## src/rtl/dcache_wb_pkg.sv

```systemverilog
// -----------------------------------------------------------------------------
// dcache_wb_pkg
// Shared types and constants for the data-cache line writeback engine.
//   wb_state_e    : writeback FSM states (ST_AW_W only reachable when the
//                   DCACHE_WB_PARALLEL_AW_EN macro is defined)
//   dcache_line_t : one cache line as four 32-bit words, word 0 in bits[31:0]
//   WB_BEATS      : AXI beats per line
//   AXI_LEN_WB / AXI_SIZE_WORD : AXI burst length and beat size for a line
//   Dcache_index_bits : default data-RAM index width shared with the cache
// -----------------------------------------------------------------------------
package dcache_wb_pkg;

  localparam int Dcache_index_bits = 6;

  localparam int WB_BEATS = 4;

  localparam logic [7:0] AXI_LEN_WB    = 8'(WB_BEATS - 1);
  localparam logic [2:0] AXI_SIZE_WORD = 3'b010;

  typedef logic [WB_BEATS-1:0][31:0] dcache_line_t;

  typedef enum logic [2:0] {
    ST_IDLE,
    ST_AW,
    ST_W,
    ST_AW_W,
    ST_B
  } wb_state_e;

endpackage

```

## src/rtl/dcache_wb_linebuf.sv

```systemverilog
// -----------------------------------------------------------------------------
// dcache_wb_linebuf
// Captures one cache line when a writeback is accepted and presents the word
// selected by the current beat.
//   clk    : clock
//   load_i : capture line_i on this rising edge
//   line_i : line read from the data RAM (combinational read)
//   beat_i : beat index, 0 selects bits[31:0]
//   word_o : selected 32-bit word
// -----------------------------------------------------------------------------
module dcache_wb_linebuf
  import dcache_wb_pkg::*;
(
  input  logic                     clk,
  input  logic                     load_i,
  input  logic [WB_BEATS*32-1:0]   line_i,
  input  logic [1:0]               beat_i,
  output logic [31:0]              word_o
);

  dcache_line_t line_q;

  // NOTE: pure data storage has no reset; it is always loaded at acceptance
  // before any beat reads it, so a reset would only cost area and fan-out.
  always_ff @(posedge clk) begin
    if (load_i) begin
      line_q <= line_i;
    end
  end

  assign word_o = line_q[beat_i];

endmodule

```

## src/rtl/dcache_wb.sv

```systemverilog
// -----------------------------------------------------------------------------
// dcache_wb
// Writes one dirty cache line back to memory as a 4-beat AXI INCR burst.
// The line is read from the data RAM in the accepting cycle (zero latency)
// and held locally, so the RAM may be rewritten while the burst is running.
//
// Ports
//   clk, resetn            : clock, asynchronous active-low reset
//   req_valid / req_ready  : writeback request handshake (ready only in IDLE)
//   req_index, req_paddr   : line index and line base address (bits[3:0] ignored)
//   ram_addr/strobe/rdata  : data-RAM read port (index follows req_index)
//   aw_*                   : AXI write address channel
//   w_*                    : AXI write data channel
//   b_valid / b_ready      : AXI write response (response code ignored)
//   done                   : one-cycle pulse after the write response
//
// Configuration
//   DCACHE_WB_PARALLEL_AW_EN : when defined, AW and W are offered together in
//                              ST_AW_W and complete independently; otherwise
//                              AW is accepted before any W beat is offered.
// -----------------------------------------------------------------------------
module dcache_wb
  import dcache_wb_pkg::*;
#(
  parameter int INDEX_WIDTH = Dcache_index_bits,
  parameter int LINE_WIDTH  = 128
) (
  input  logic                   clk,
  input  logic                   resetn,
  input  logic                   req_valid,
  output logic                   req_ready,
  input  logic [INDEX_WIDTH-1:0] req_index,
  input  logic [31:0]            req_paddr,
  output logic [INDEX_WIDTH-1:0] ram_addr,
  output logic [15:0]            ram_strobe,
  input  logic [LINE_WIDTH-1:0]  ram_rdata,
  output logic                   aw_valid,
  input  logic                   aw_ready,
  output logic [31:0]            aw_addr,
  output logic [7:0]             aw_len,
  output logic [2:0]             aw_size,
  output logic                   w_valid,
  input  logic                   w_ready,
  output logic [31:0]            w_data,
  output logic [3:0]             w_strb,
  output logic                   w_last,
  input  logic                   b_valid,
  output logic                   b_ready,
  output logic                   done
);

  wb_state_e   state_q, state_d;
  logic [31:0] addr_q, addr_d;
  logic [1:0]  beat_q, beat_d;
  logic        done_q, done_d;

  logic accept;
  logic aw_hs;
  logic w_hs;
  logic w_last_hs;
  logic b_hs;

  // Low address bits are an offset inside the line and are never used.
  logic unused_paddr_bits;
  assign unused_paddr_bits = ^req_paddr[3:0];

  assign accept    = req_valid & req_ready;
  assign aw_hs     = aw_valid & aw_ready;
  assign w_hs      = w_valid & w_ready;
  assign w_last_hs = w_hs & w_last;
  assign b_hs      = b_valid & b_ready;

  // Read-only client of the data RAM.
  assign ram_addr   = req_index;
  assign ram_strobe = '0;

  // ---------------------------------------------------------------------------
  // Line buffer: captured on acceptance, word selected by the beat counter.
  // ---------------------------------------------------------------------------
  dcache_wb_linebuf u_linebuf (
    .clk    (clk),
    .load_i (accept),
    .line_i (ram_rdata),
    .beat_i (beat_q),
    .word_o (w_data)
  );

  // ---------------------------------------------------------------------------
  // FSM state register
  // ---------------------------------------------------------------------------
  // NOTE: sequential state uses non-blocking assignments so every register
  // samples pre-edge values regardless of block ordering.
  always_ff @(posedge clk or negedge resetn) begin
    if (!resetn) begin
      state_q <= ST_IDLE;
    end else begin
      state_q <= state_d;
    end
  end

`ifdef DCACHE_WB_PARALLEL_AW_EN
  // Sticky per-channel completion flags for the combined AW_W state.
  logic aw_done_q, aw_done_d;
  logic w_done_q, w_done_d;

  assign aw_done_d = accept ? 1'b0 : (aw_done_q | aw_hs);
  assign w_done_d  = accept ? 1'b0 : (w_done_q | w_last_hs);

  always_ff @(posedge clk or negedge resetn) begin
    if (!resetn) begin
      aw_done_q <= 1'b0;
      w_done_q  <= 1'b0;
    end else begin
      aw_done_q <= aw_done_d;
      w_done_q  <= w_done_d;
    end
  end
`endif

  // ---------------------------------------------------------------------------
  // FSM next-state logic
  // ---------------------------------------------------------------------------
  // NOTE: every always_comb output gets a default first, so no path can
  // leave it unassigned and infer a latch.
  always_comb begin
    state_d = state_q;
    unique case (state_q)
      ST_IDLE: begin
        if (accept) begin
`ifdef DCACHE_WB_PARALLEL_AW_EN
          state_d = ST_AW_W;
`else
          state_d = ST_AW;
`endif
        end
      end
      ST_AW: begin
        if (aw_hs) state_d = ST_W;
      end
      ST_W: begin
        if (w_last_hs) state_d = ST_B;
      end
`ifdef DCACHE_WB_PARALLEL_AW_EN
      ST_AW_W: begin
        // Either channel may finish in the same cycle the other already has.
        if (aw_done_d && w_done_d) state_d = ST_B;
      end
`endif
      ST_B: begin
        if (b_hs) state_d = ST_IDLE;
      end
      default: state_d = ST_IDLE;
    endcase
  end

  // ---------------------------------------------------------------------------
  // FSM outputs
  // ---------------------------------------------------------------------------
  always_comb begin
    req_ready = 1'b0;
    aw_valid  = 1'b0;
    w_valid   = 1'b0;
    b_ready   = 1'b0;
    unique case (state_q)
      ST_IDLE: req_ready = 1'b1;
      ST_AW:   aw_valid  = 1'b1;
      ST_W:    w_valid   = 1'b1;
`ifdef DCACHE_WB_PARALLEL_AW_EN
      ST_AW_W: begin
        aw_valid = !aw_done_q;
        w_valid  = !w_done_q;
      end
`endif
      ST_B:    b_ready   = 1'b1;
      default: ;
    endcase
  end

  // Payload is held in registers, so it is stable while valid waits on ready.
  assign aw_addr = addr_q;
  assign aw_len  = AXI_LEN_WB;
  assign aw_size = AXI_SIZE_WORD;
  assign w_strb  = 4'hF;
  assign w_last  = w_valid & (beat_q == 2'(WB_BEATS - 1));
  assign done    = done_q;

  // ---------------------------------------------------------------------------
  // Datapath registers: line address, beat counter, completion pulse
  // ---------------------------------------------------------------------------
  assign addr_d = accept ? {req_paddr[31:4], 4'b0000} : addr_q;
  // The counter wraps to 0 after the last beat, ready for the next line.
  assign beat_d = accept ? 2'd0 : (w_hs ? beat_q + 2'd1 : beat_q);
  assign done_d = b_hs;

  always_ff @(posedge clk or negedge resetn) begin
    if (!resetn) begin
      addr_q <= '0;
      beat_q <= '0;
      done_q <= 1'b0;
    end else begin
      addr_q <= addr_d;
      beat_q <= beat_d;
      done_q <= done_d;
    end
  end

endmodule

```

## config.mk

```make
export PLATFORM = sky130hd
export DESIGN_NAME = dcache_wb
export DESIGN_NICKNAME = d
export VERILOG_FILES = /design/src/rtl/dcache_wb_pkg.sv /design/src/rtl/dcache_wb_linebuf.sv /design/src/rtl/dcache_wb.sv
export SDC_FILE = /design/constraint.sdc
export NUM_CORES = 1
export LEC_CHECK = 0
export ABC_AREA = 1
export CAP_MARGIN = 5
export CORE_UTILIZATION = 46
export CTS_CLUSTER_DIAMETER = 150
export DETAILED_ROUTE_END_ITERATION = 7
export PLACE_DENSITY = 0.85
export SYNTH_ARGS = -nofsm -noshare
export SYNTH_HDL_FRONTEND = slang
export SYNTH_SLANG_ARGS = --single-unit
```

## constraint.sdc

```tcl
create_clock -name clk -period 6.2 [get_ports clk]
set_input_delay 1.24 -clock clk [delete_from_list [all_inputs] [get_ports clk]]
set_output_delay 1.24 -clock clk [all_outputs]
set_load 0.05 [all_outputs]
```

-- After elaboration in Yosys (flattened, before gate mapping)
Cells that the tools add are included.
- register bits after elaboration: 162
- latch bits: 0
- RAM bits: 0
- memory bits (read-only): 0
- bits of input ports: 172
- output and inout bits: 107
- logic and storage cells: 40
- memories kept: 0
- add/subtract/negate cells: 1
- $mul: 0
- divide/modulo/power cells: 0
- order comparisons: 1
- eq/ne operators: 8
- shifts and indexed selects: 0
- muxes and demuxes: 13
- bitwise operators: 6
- reductions and logical operators: 3
- operators with widths (kind ; number):
    binary-select mux 32 bit (select 2 bit) ; 1
    two-way mux 32 bit ; 1
    two-way mux 3 bit ; 4
    one-hot mux 3 bit (4 select lines) ; 1
    != test 2 bit (second input constant) ; 4
    bitwise AND 1 bit ; 6
    two-way mux 1 bit ; 4
    two-way mux 2 bit ; 2
    AND reduction 4 bit ; 1
    equality test 3 x 1 -> 1 bit (second input constant) ; 1
    equality test 3 x 2 -> 1 bit (second input constant) ; 1
    equality test 3 bit (second input constant) ; 1
    zero test 3 bit ; 1
    < comparator 2 x 3 -> 1 bit (second input constant) ; 1
    adder 2 x 1 -> 2 bit (second input constant) ; 1
    equality test 2 bit (second input constant) ; 1
    nonzero test 2 bit ; 1

-- Longest topological paths before layout
Gate-level depths: netlist of the first run.
- depth after elaboration: 6
- gate-level depth with buffers: 7
- depth with buffers taken out: 7

-- By module
A second synthesis of the first run with hierarchy kept.
- cell total of the unflattened synthesis: 713
- area total of the unflattened synthesis: 7130.6 um^2
- modules (own cells, without submodules) (module ; times used ; cells each ; area an instance (um^2) ; seq. area each (um^2)):
    dcache_wb_linebuf ; 1 ; 502 ; 5406.4 ; 3843.7
    dcache_wb ; 1 ; 211 ; 1724.2 ; 850.8

-- Least setup slack after synthesis of the first run
Ideal clock, no wire load.
- kind: in2reg
- start: input port req_valid
- end: register u_linebuf.line_q[0] (netlist name) (enable)
- setup time: 0.433 ns
- arrival time: 2.984 ns
- required time: 5.767 ns
- setup slack: 2.783 ns
- cell stages on the path: 3
- path buffers: 1
- cells stage by stage: nand2_2 > inv_2 > buf_2
- word-level cells in the longest chain between the ends: 1
- ends and longest elaborated chain (item ; RTL line ; RTL):
    from (decl) ; dcache_wb.sv:30 ; input logic req_valid,
    bitwise AND 1 bit ; dcache_wb.sv:67 ; assign accept = req_valid & req_ready;
    named net accept ; dcache_wb.sv:57 ; logic accept;
    to (signal assigned) ; dcache_wb_linebuf.sv:27 ; line_q <= line_i;
    to (decl) ; dcache_wb_linebuf.sv:21 ; dcache_line_t line_q;
The timed path passes the listed nets, and every way through them passes these cells.
A chain may end at the register's enable or synchronous reset.

-- Final worst setup path of the first run
- start: register beat_q[1]
- end: output port w_data[20]
- word-level cells in the longest chain between the ends: 2
- ends and longest elaborated chain (item ; RTL line ; RTL):
    from (decl) ; dcache_wb.sv:54 ; logic [1:0] beat_q, beat_d;
    from (signal assigned) ; dcache_wb.sv:202 ; beat_q <= beat_d;
    binary-select mux 32 bit (select 2 bit) ; dcache_wb_linebuf.sv:31 ; assign word_o = line_q[beat_i];
    two-way mux 32 bit (implied by the code) ; dcache_wb_linebuf.sv:31 ;
    to (decl) ; dcache_wb.sv:44 ; output logic [31:0] w_data,
No other way between the ends. The select of a mux whose other input is x is not followed.

==> results.toml, run 1 <==
[status]
status = "completed"

[sta]
clock.fmax_mhz = 234.8
worst_slew_pin_slew_ps = 1100
grt_setup_unrepaired = "false"
fin_tns_setup_ps = 0
slew-limit-headroom_pct = 26.57
hold_viol = 0
setup_viol = 0
finalCritPeriodShare_pct = 68.69
report.final.slew_viol_count = 0
fin_crit_ps = 4259
fin_skew_ps = 12.57

[placed_design]
numPortBuffers = 227
place.gp.congestion = 0.7462
dpl.hpwl_um = 10570

[power]
powerDensity_mw_per_mm2 = 529.6
sw_frac_of_total_pct = 44.07
pwr-share-comb_pct = 47.2
switching_power_mw = 2.137
peakVddDrop_mv = 0.3854
seq_power_share_pct = 33.2
leakage_nw = 3.530
p_int_mw = 2.712
power_mw = 4.850
pwr-share-clk_pct = 19.5

[cells_and_area]
utilization_pct = 68.34
fill_cells = 888
diodes = 0
drive_gt1_share_pct = 4.953
syn_to_final_growth_pct = 42.89
finalNetCount = 907

[floorplan]
die_h_um = 120.0
die_area_mm2 = 0.01441
std_cell_rows = 42
io_pins = 279
dieWidth_um = 120.0
core_area_mm2 = 0.01340
start_util_pct = 47.82

[detailed_routing]
drt-met1-wl_um = 5529
drt_iter0_drc = 210
drtAntennaViolNets = 0
wirelength_um = 15550
via_per_inst = 5.044
met2_length_um = 8186
dr.pass1.iters = 5
dr.max_layer_used = "met4"
wl_met3_um = 1378
wire_per_inst_um = 16.85
drc = 0
vias = 4656

[grt]
grt_usage_pct = 22.55
grt_max_degree = 123
grt_pass1_wl_um = 24010
antenna_found_initial = 0
overflow = 0
grt_pass1_vias = 4728

[critical_path]
cp_cell_sequence = "inv_1 -> o21ai_0 -> o22ai_1 -> clkdlybuf4s50_1"
path_class = "reg -> out"
crit_slowest_cell = "clkdlybuf4s50_1"
end_kind = "primary output"
worstPathMaxFanout = 33
arrival_ps = 3020
cp.required_ps = 4960
startpoint_type = "flop"
rrSetupSlack_ps = 3260
cp_slowest_stage_delay_ps = 850

[synthesis]
synth_top_area_cell = "edfxtp_1"
ys_async_sr_fraction_pct = 20.99
avgSynthCellArea_um2 = 12.37
synth_top_area_share_pct = 59.98
synth_edf_count = 128
synthCells = 518
synth_seq_area_share_pct = 73.25
synth_seq_cells = 162
ys_top_cells_by_area = "edfxtp_1 (60%), dfrtp_1 (13%), nand2_1 (5.7%), o21ai_0 (5.2%), buf_4 (5.0%)"
yosysUniqueCellTypes = 18
synthFlopType = "edfxtp_1"
syn_area_mm2 = 0.006409
yosys_warnings = 0

[clock_network]
cts.sinks = 162
cts_buffers = 17
cts_hold_buf = 0
cts_buffer_depth = 2
h-tree-depth = 4
cts_root_buffer = "clkbuf_16"
cts_tree = "done"
cts_resized = 0
cts.clk_slew.worst_paths_ps = 60
clk_latency_ps = 420
post-cts-setup-buffer-count = 0

[job]
maxCapViolCount = 0

[worst_hold_path]
holdCritPathClass = "reg -> reg"
[cell type report]
| type | count | area (um^2) | area share (%) |
|---|---|---|---|
| Timing Repair Buffer | 231 | 2302 | 25.14 |
| Multi-Input combinational cell | 310 | 1358 | 14.82 |
| Clock buffer | 18 | 429.2 | 4.686 |
| Clock inverter | 14 | 102.6 | 1.120 |
| Tap cell | 176 | 220.2 | 2.405 |
| Sequential cell | 162 | 4696 | 51.28 |
| Inverter | 12 | 50.05 | 0.5465 |
[power groups by stage]
stage / registers, mW / clock network [mW] / logic [mW]
global route: 1.64 / 1.01 / 2.42
floorplan: 1.93 / 0 / 1.23
detailed placement: 1.63 / 0 / 2.29
global placement: 1.61 / 0 / 2.25
finish: 1.61 / 0.947 / 2.29
CTS: 1.61 / 0.963 / 2.31
[layer usage]
metal  track usage [%]  up-vias
met4             10.47        0
met3             7.890       42
met5                 0        -
met2             40.12      259
li1                  -     2160
met1             23.69     2195
[path summary, 6_finish.rpt]
path,startpoint,end,cells after the start
worst min register to register,aw_addr[4]$_DFFE_PN0P_,aw_addr[4]$_DFFE_PN0P_,2
worst max-delay path,beat_q[1]$_DFFE_PN0P_,w_data[20],4
max in group asynchronous,resetn,beat_q[0]$_DFFE_PN0P_,2
min in group asynchronous,resetn,aw_addr[7]$_DFFE_PN0P_,2
worst max register to register,state_q[2]$_DFFE_PN0P_,u_linebuf.line_q[33]$_DFFE_PP_,4
worst min-delay path,aw_addr[4]$_DFFE_PN0P_,aw_addr[4]$_DFFE_PN0P_,2
[Yosys cell counts (2+ instances only)]
cell      count
conb_1        2
nor2_1       71
edfxtp_1    128
buf_2         6
inv_1        11
o21ai_0      66
nand3_1       5
buf_4        43
dfrtp_1      34
o22ai_1      32
clkbuf_1     16
buf_6         2
nand2_1      97
[cell usage in the layout (no fill, tap or decap)]
master,count
clkdlybuf4s50_1,227
edfxtp_1,128
nand2_1,97
nor2_1,71
o21ai_0,66
conb_1,35
dfrtp_1,33
o22ai_1,32
clkbuf_16,17
inv_1,10
inv_6,6
nand3_1,5
buf_4,4
clkinv_1,3
clkinvlp_4,2
inv_8,2
clkinv_2,2
inv_2,1
nor3_1,1
nor3_4,1
nand2_2,1
ha_1,1
dfrtp_2,1
clkbuf_1,1
[metrics by stage]
stage / hold WS (ps) / setup slack [ps] / area [um^2] / std cells
6_report: 480.5 / 1941 / 9158 / 923
5_1_grt: 512.7 / 1763 / 9158 / 923
4_1_cts: 481.8 / 1882 / 9158 / 923
3_5_place_dp: 465.3 / 2209 / 8626 / 891
3_3_place_gp: 461.1 / 2305 / 8626 / 891
2_1_floorplan: 590.8 / 2783 / 6533 / 551
[cells by family (layout without fill, tap and decap cells)]
logic type | count (synthesis) | in the layout | share of synthesized area (%)
flip-flops | 162 | 162 | 73.25
buffers and inverters | 79 | 275 | 7.497
adder cells (fa/ha/maj) | 1 | 1 | 0.1952
AO/OA/AOI/OAI | 98 | 98 | 8.278
AND/OR/NAND/NOR | 176 | 176 | 10.66
other | 2 | 35 | 0.1172
[registers in the layout (all words and copies together), names as in the netlist]
signal / count
aw_addr: 28
beat_q: 2
done: 1
state_q: 3
u_linebuf.line_q: 128
[worst max-delay path: cells and delay by family, from the launching register on]
family	cells	cell delay, ps
buffers and inverters	2	1640
AOI/OAI and AO/OA	2	570
DFF	1	370
Power figures use the tool's default switching activity.
==> inputs of run 2 (changes only) <==
--- a/config.mk
+++ b/config.mk
@@ -7,10 +7,10 @@
 export LEC_CHECK = 0
 export ABC_AREA = 1
 export CAP_MARGIN = 5
-export CORE_UTILIZATION = 46
+export CORE_UTILIZATION = 38
 export CTS_CLUSTER_DIAMETER = 150
 export DETAILED_ROUTE_END_ITERATION = 7
-export PLACE_DENSITY = 0.85
+export PLACE_DENSITY = 0.75
 export SYNTH_ARGS = -nofsm -noshare
 export SYNTH_HDL_FRONTEND = slang
 export SYNTH_SLANG_ARGS = --single-unit
==> constraint.sdc (replaced) <==
create_clock -name clk -period 3.5 [get_ports clk]
set_input_delay 0.7 -clock clk [delete_from_list [all_inputs] [get_ports clk]]
set_output_delay 0.7 -clock clk [all_outputs]
set_load 0.05 [all_outputs]
==> run 2 against run 1 <==
  * Sequential power rose by 76%
  * Wire length down 4.8%
  * Cell area increased by 1.6%
  * Core utilization shrank 12 points
  * Non-clock buffer count grew 7
  * Largest cell class unchanged
  * Critical path depth is the same
  * Count of clock-buffer cells in the layout is 8 higher
  * Via count is 1.8% lower
  * Register-to-register slack got worse by 1500 ps
  * First-iteration DRC count is 10% higher
  * Global-route usage is 4.9 points lower
==> results.toml, run 2 (same netlist as run 1, synthesis figures left out) <==
[critical_path]
cp_slowest_stage_delay_ps = 840
startpoint_type = "flop"
r2r.worst_path.cells = 4
cp_num_buf_inv = 2
path_depth = 4
crit_slowest_cell = "clkdlybuf4s50_1"
arrival_ps = 2100
path_class = "reg -> out"
critical-path-top-delay-family = "buffers and inverters"
cp_cell_sequence = "nor2_1 -> nand2_1 -> inv_1 -> clkdlybuf4s50_1"
end_kind = "primary output"
cp.required_ps = 2800
worstPathMaxFanout = 6

[sta]
fin_crit_ps = 2797
grt_setup_unrepaired = "false"
clock.fmax_mhz = 357.5
report.final.slew_viol_count = 0
finalCritPeriodShare_pct = 79.92
hold_viol = 0
fin_skew_ps = 8.969
fin_ws_ps = 702.9
fin_tns_setup_ps = 0
hold_ws_ps = 476.9
setup_viol = 0
worst_slew_pin_slew_ps = 974.9
slew-limit-headroom_pct = 34.80

[detailed_routing]
drtAntennaViolNets = 0
wirelength_um = 14800
via_per_inst = 4.692
drt_iter0_drc = 231
wire_per_inst_um = 15.19
drc = 0
dr.pass1.iters = 4
vias = 4570

[cells_and_area]
diodes = 0
final_common_cell = "clkdlybuf4s50_1"
largest_reg_flops = 128
top_register = "u_linebuf.line_q"
drive_gt1_share_pct = 10.34
syn_to_final_growth_pct = 45.22
final_cell_mix = "clkdlybuf4s50_1 (194), edfxtp_1 (128), nand2_1 (97)"
stdcell_area_mm2 = 0.009306
finalNetCount = 914

[clock_network]
cts.clk_slew.worst_paths_ps = 60
cts_hold_buf = 0
cts_root_buffer = "clkbuf_16"
h-tree-depth = 4
cts_tree = "done"
cts.sinks = 162
cts_resized = 0
cts_buffer_depth = 2
post-cts-setup-buffer-count = 0
clk_latency_ps = 420
cts_buffers = 17

[placed_design]
place.gp.congestion = 0.7529
dpl.hpwl_um = 9972
placed_cell_area_mm2 = 0.008738
pre_cts_slack_ps = 1148
numPortBuffers = 227

[grt]
antenna_found_initial = 0
grt_max_degree = 66
grt_pass1_wl_um = 23220
grt_usage_pct = 17.60
overflow = 0
grt_pass1_vias = 4587

[status]
status = "completed"

[floorplan]
die_area_mm2 = 0.01739
start_util_pct = 38.78
io_pins = 279
std_cell_rows = 47
dieWidth_um = 131.9
die_h_um = 131.9
core_area_mm2 = 0.01652

[power]
peakVddDrop_mv = 0.5605
powerDensity_mw_per_mm2 = 934.7
leakage_nw = 3.645
power_mw = 8.699

[worst_hold_path]
holdPathStages = 2
holdCritPathClass = "reg -> reg"

[job]
maxCapViolCount = 0
## run 2: path summary, 6_finish.rpt
check / from / endpoint / slack, ps
max: state_q[2]$_DFFE_PN0P_ / w_valid / 700
min: aw_addr[18]$_DFFE_PN0P_ / aw_addr[18]$_DFFE_PN0P_ / 480
max reg2reg: state_q[2]$_DFFE_PN0P_ / u_linebuf.line_q[70]$_DFFE_PP_ / 1780
min reg2reg: aw_addr[18]$_DFFE_PN0P_ / aw_addr[18]$_DFFE_PN0P_ / 480
max in group asynchronous: resetn / aw_addr[30]$_DFFE_PN0P_ / 1930
min in group asynchronous: resetn / aw_addr[25]$_DFFE_PN0P_ / 820
## run 2: report_power, final
group          switching (mW)  leakage (nW)  internal, mW
registers               0.174          1.62          2.66
logic                    2.84          1.74          1.26
clock network           0.721         0.280          1.04
total                    3.73          3.65          4.96
## run 2: tightest hold or removal path, delay by kind of cell, from the launching register on
family        cells  cell delay (ps)
simple gates      2              100
flops             1              340
## run 2: cell type report
cell class,count,area [um^2]
clock buffer,26,523.0
sequential,162,4696
multi-input combinational,310,1358
tap,220,275.3
clock inverter,6,45.04
inverter,12,50.05
timing repair buffer,238,2360
fill,1372,7218
## run 2: per-layer routing
| layer | global-route usage (%) | vias to the layer above | share of wire, % | wire length [um] |
|---|---|---|---|---|
| li1 | - | 2171 | - | - |
| met1 | 18.88 | 2148 | 38 | 5662 |
| met2 | 30.48 | 209 | 51 | 7485 |
| met3 | 5.536 | 42 | 7.1 | 1049 |
| met4 | 10.40 | 0 | 4.1 | 600 |
| met5 | 0 | - | 0 | 0 |
## run 2: stage by stage
stage | cells | utilization [%]
5_1_grt | 974 | 56.32
2_1_floorplan | 551 | -
4_1_cts | 974 | 56.32
3_3_place_gp | 942 | 52.88
6_report | 974 | 56.32
3_5_place_dp | 942 | 52.88
==> edit 1, RTL diff (config.mk and constraints of run 2) <==
`Dcache_index_bits`: 6 -> 7.
--- a/src/rtl/dcache_wb_pkg.sv
+++ b/src/rtl/dcache_wb_pkg.sv
@@ -11,5 +11,5 @@
 package dcache_wb_pkg;
 
-  localparam int Dcache_index_bits = 6;
+  localparam int Dcache_index_bits = 7;
 
   localparam int WB_BEATS = 4;
Ports: changed (resized ram_addr and req_index); port bits go from 279 to 281. The function was not compared with the original's and may differ.
==> edit 1 against run 2 <==
- power increased by 2.3%
- setup slack worse by 31 ps
- area after synthesis rose by 0.12%
- utilization increased by 0.39 points
- highest routed layer unchanged
- largest power group unchanged
- critical path type unchanged
- sequential cell count stayed put
- cell count down 0.31%
- design area up 0.69%
- sequential share of layout area shrank 0.34 points
- critical endpoint is now w_data[4]
- wire length is 2.7% lower
==> edit 1: results (changes against run 2) <==
- Dpl cell area: 8778 um^2 (was 8738 um^2)
- First-pass GRT wire length: 22.37 mm (was 23.22 mm)
- Combinational Power Share: 47.3% (was 47.1%)
- Worst VDD drop: 0.5283 mV (was 0.5605 mV)
- Nets: 912 (was 914)
- Share of cells above drive strength 1: 9.720% (was 10.34%)
- Met1 global-route usage: 19.11% (was 18.88%)
- Fillers: 1346 (was 1372)
- Vias per Instance: 4.646 (was 4.692)
- Relative slew slack: 31.86% (was 34.80%)
- Placer Congestion: 0.7724 (was 0.7529)
- Pwr/cell area: 949.6 nW/um^2 (was 934.7 nW/um^2)
- DRT iter0 DRCs: 221 (was 231)
- Crit-path max FO: 20 (was 6)
- Clock share of power: 20.8% (was 20.2%)
- Status: complete, no violations (unchanged)
- Worst endpoint data arrival time: 2130 ps (was 2100 ps)
- Gr usage total: 17.03% (was 17.60%)
- GRT met2 Usage: 28.89% (was 30.48%)
- WL/cell: 14.82 um (was 15.19 um)
- P_leak: 3.651 nW (was 3.645 nW)
- Register area share after synthesis: 73.17% (was 73.25%)
- Area contributors post-synth: edfxtp_1 (60%), dfrtp_1 (13%), nand2_1 (5.7%) (unchanged)
- Sw Share: 42.32% (was 42.93%)
- Vias in the first global route: 4298 (was 4587)
- Most frequent cells after synthesis: edfxtp_1 (128), nand2_1 (97), nor2_1 (71), o21ai_0 (66), buf_4 (44) (was edfxtp_1 (128), nand2_1 (97), nor2_1 (71), o21ai_0 (66), buf_4 (43))
==> edit 1: cell types whose count changed after synthesis <==
| cell | change |
|---|---|
| buf_4 | +1 |
==> edit 1: worst max-delay path, stage by stage (launching register included) <==
cell,delay [ps]
dfrtp_1,370
inv_1,410
buf_4,360
o21ai_0,130
o22ai_1,200
buf_4,240
==> edit 1: worst paths after layout <==
path,startpoint,end,cells after the start
worst max-delay path,beat_q[1]$_DFFE_PN0P_,w_data[4],5
worst min-delay path,aw_addr[6]$_DFFE_PN0P_,aw_addr[6]$_DFFE_PN0P_,2
worst max register to register,state_q[2]$_DFFE_PN0P_,u_linebuf.line_q[18]$_DFFE_PP_,4
worst min register to register,aw_addr[6]$_DFFE_PN0P_,aw_addr[6]$_DFFE_PN0P_,2
max in group asynchronous,resetn,aw_addr[18]$_DFFE_PN0P_,2
min in group asynchronous,resetn,aw_addr[19]$_DFFE_PN0P_,1
==> edit 1: logic make-up after synthesis <==
group / Yosys count
and+or+nand+nor: 176
DFF: 162
AOI/OAI and AO/OA: 98
buffers and inverters: 80
other: 2
adders and majority gates: 1
==> edit 1: routing by layer <==
metal | up-vias | part of all wire, %
met5 | - | 0
met4 | 0 | 3.0
met3 | 36 | 7.2
met2 | 197 | 51
met1 | 2112 | 39
li1 | 2166 | -
==> edit 1: through the flow <==
step	setup slack, ps	power [W]	hold slack [ps]	instances
CTS	616.2	0.008993	481.7	971
finish	671.6	0.008898	477.1	971
global placement	1096	0.007066	461.3	939
detailed placement	1074	0.007116	464.3	939
floorplan	281.1	0.005591	404.4	552
global route	491.6	0.009308	491.5	971
==> edit 1: final cells by class <==
cell class	instances	share of cell area [%]
clock buffer	19	4.620
clock inverter	13	1.696
inverter	12	0.5341
multi-input combinational	310	14.49
sequential	162	50.11
tap	220	2.938
timing repair buffer	235	25.61
==> edit 2, RTL diff (flow settings as in run 2) <==
Without the edit above. `addr_q` no longer has a reset.
--- a/src/rtl/dcache_wb.sv
+++ b/src/rtl/dcache_wb.sv
@@ -195,9 +195,7 @@
   always_ff @(posedge clk or negedge resetn) begin
     if (!resetn) begin
-      addr_q <= '0;
       beat_q <= '0;
       done_q <= 1'b0;
     end else begin
-      addr_q <= addr_d;
       beat_q <= beat_d;
       done_q <= done_d;
@@ -205,4 +203,8 @@
   end
 
+  always_ff @(posedge clk) begin
+    addr_q <= addr_d;
+  end
+
 endmodule
 
Behaviour: not the same (Yosys sat finds a counterexample within 4 cycles, from zero or initial values and one cycle with resetn low).
==> edit 2 against run 2 <==
- area after synthesis down 2.8%
- utilization is 1.4 points higher
- setup slack got worse by 240 ps
- sequential cell count unchanged
- via count shrank 9.2%
- sequential power down 1%
- largest cell class unchanged
- largest power group unchanged
- design area fell by 1.1%
- power is 6.8% lower
- combinational power decreased by 13%
- wire length is 3.6% lower
- clock skew up 4.1 ps
==> edit 2: results (changes against run 2) <==
- Crit path capture: w_data[11] (was w_valid)
- First-pass GRT wire length: 20.71 mm (was 23.22 mm)
- Non-Filler Instances: 882 (was 974)
- RR Endpoint: aw_addr[20]$_DFFE_PP_ (was u_linebuf.line_q[70]$_DFFE_PP_)
- Placer Congestion: 0.7513 (was 0.7529)
- Synth unique cells: 22 (was 18)
- Met1 global-route usage: 17.29% (was 18.88%)
- Cells on worst reg2reg path: 4 (unchanged)
- Most frequent cells after synthesis: edfxtp_1 (156), nor2_1 (70), o21ai_0 (58), buf_4 (41), o22ai_1 (32) (was edfxtp_1 (128), nand2_1 (97), nor2_1 (71), o21ai_0 (66), buf_4 (43))
- Synth Area in Compound Gates: 8.516% (was 8.278%)
- Largest net degree at the start of global routing: 67 (was 66)
- Async set-or-reset flop fraction in the synthesized netlist: 3.704% (was 20.99%)
- Area contributors post-synth: edfxtp_1 (75%), buf_4 (4.9%), o21ai_0 (4.7%) (was edfxtp_1 (60%), dfrtp_1 (13%), nand2_1 (5.7%))
- Vias in the first global route: 4147 (was 4587)
- Synth Area in XOR/XNOR: 0% (unchanged)
- GRT met2 Usage: 30.82% (was 30.48%)
- R2R setup slack: 1520 ps (was 1780 ps)
- Hold WC Path Type: in2async (was reg2reg)
- Share of cells above drive strength 1: 11.56% (was 10.34%)
- Hold_ws: 520.5 ps (was 476.9 ps)
- Worst Skew: 13.09 ps (was 8.969 ps)
- Final worst-path cycle share: 86.84% (was 79.92%)
- Switching power: 0.003317 W (was 0.003734 W)
- WL/cell: 16.17 um (was 15.19 um)
- P_leak: 3.323 nW (was 3.645 nW)
- Vias per Instance: 4.704 (was 4.692)
- Post-Synthesis Cells: 427 (was 518)
- Status: complete, no violations (unchanged)
- Gr usage total: 16.92% (was 17.60%)
- Adder-cell share of the synthesized area: 0.2008% (was 0.1952%)
- Dpl cell area: 8662 um^2 (was 8738 um^2)
- DRT iter0 DRCs: 240 (was 231)
- Worst VDD drop: 0.8211 mV (was 0.5605 mV)
- Clock group: 0.00172 W (was 0.00176 W)
- Combinational Power Share: 44.2% (was 47.1%)
- CP startpoint: beat_q[1]$_DFFE_PN0P_ (was state_q[2]$_DFFE_PN0P_)
- Met3 usage: 6.478% (was 5.536%)
- Max FFs per register: 128 (unchanged)
- DP HPWL: 9.801 mm (was 9.972 mm)
- DP Worst Slack: 862.0 ps (was 1148 ps)
- Nets: 826 (was 914)
- Origin of the critical flop-to-flop path: state_q[1]$_DFFE_PN0P_ (was state_q[2]$_DFFE_PN0P_)
- Logic power comb: 0.00358 W (was 0.00410 W)
- Relative slew slack: 50.60% (was 34.80%)
- Biggest cell delay along the critical path: 600 ps (was 840 ps)
- Post-synth EDFFs: 156 (was 128)
- Antenna violations before repair: 0 (unchanged)
- Crit-path max FO: 33 (was 6)
- Register area share after synthesis: 77.61% (was 73.25%)
- Placed insts: 850 (was 942)
- Post-CTS Setup Repair Bufs: 0 (unchanged)
- Slowest CP cell: inv_2 (was clkdlybuf4s50_1)
## edit 2: cell types whose count changed after synthesis, sizes merged, moves of 2 or more
cell / run 2 / this run
nand2: 98 / 13
dfrtp: 34 / 6
edfxtp: 128 / 156
clkbuf: 16 / 10
inv: 12 / 10
## edit 2: cell type report
class | instances | area, um^2
Fill cell | 1247 | 6736
Sequential cell | 162 | 4836
Inverter | 10 | 43.79
Clock buffer | 17 | 425.4
Timing Repair Buffer | 236 | 2470
Clock inverter | 15 | 118.9
Multi-Input combinational cell | 226 | 1042
Tap cell | 216 | 270.3
## edit 2: metal layers
| layer | vias to the layer above | routed length (um) | part of all wire (%) |
|---|---|---|---|
| met3 | 24 | 1082 | 7.6 |
| li1 | 1948 | - | - |
| met2 | 175 | 7705 | 54 |
| met1 | 2002 | 5207 | 37 |
| met4 | 0 | 265 | 1.9 |
| met5 | - | 0 | 0 |
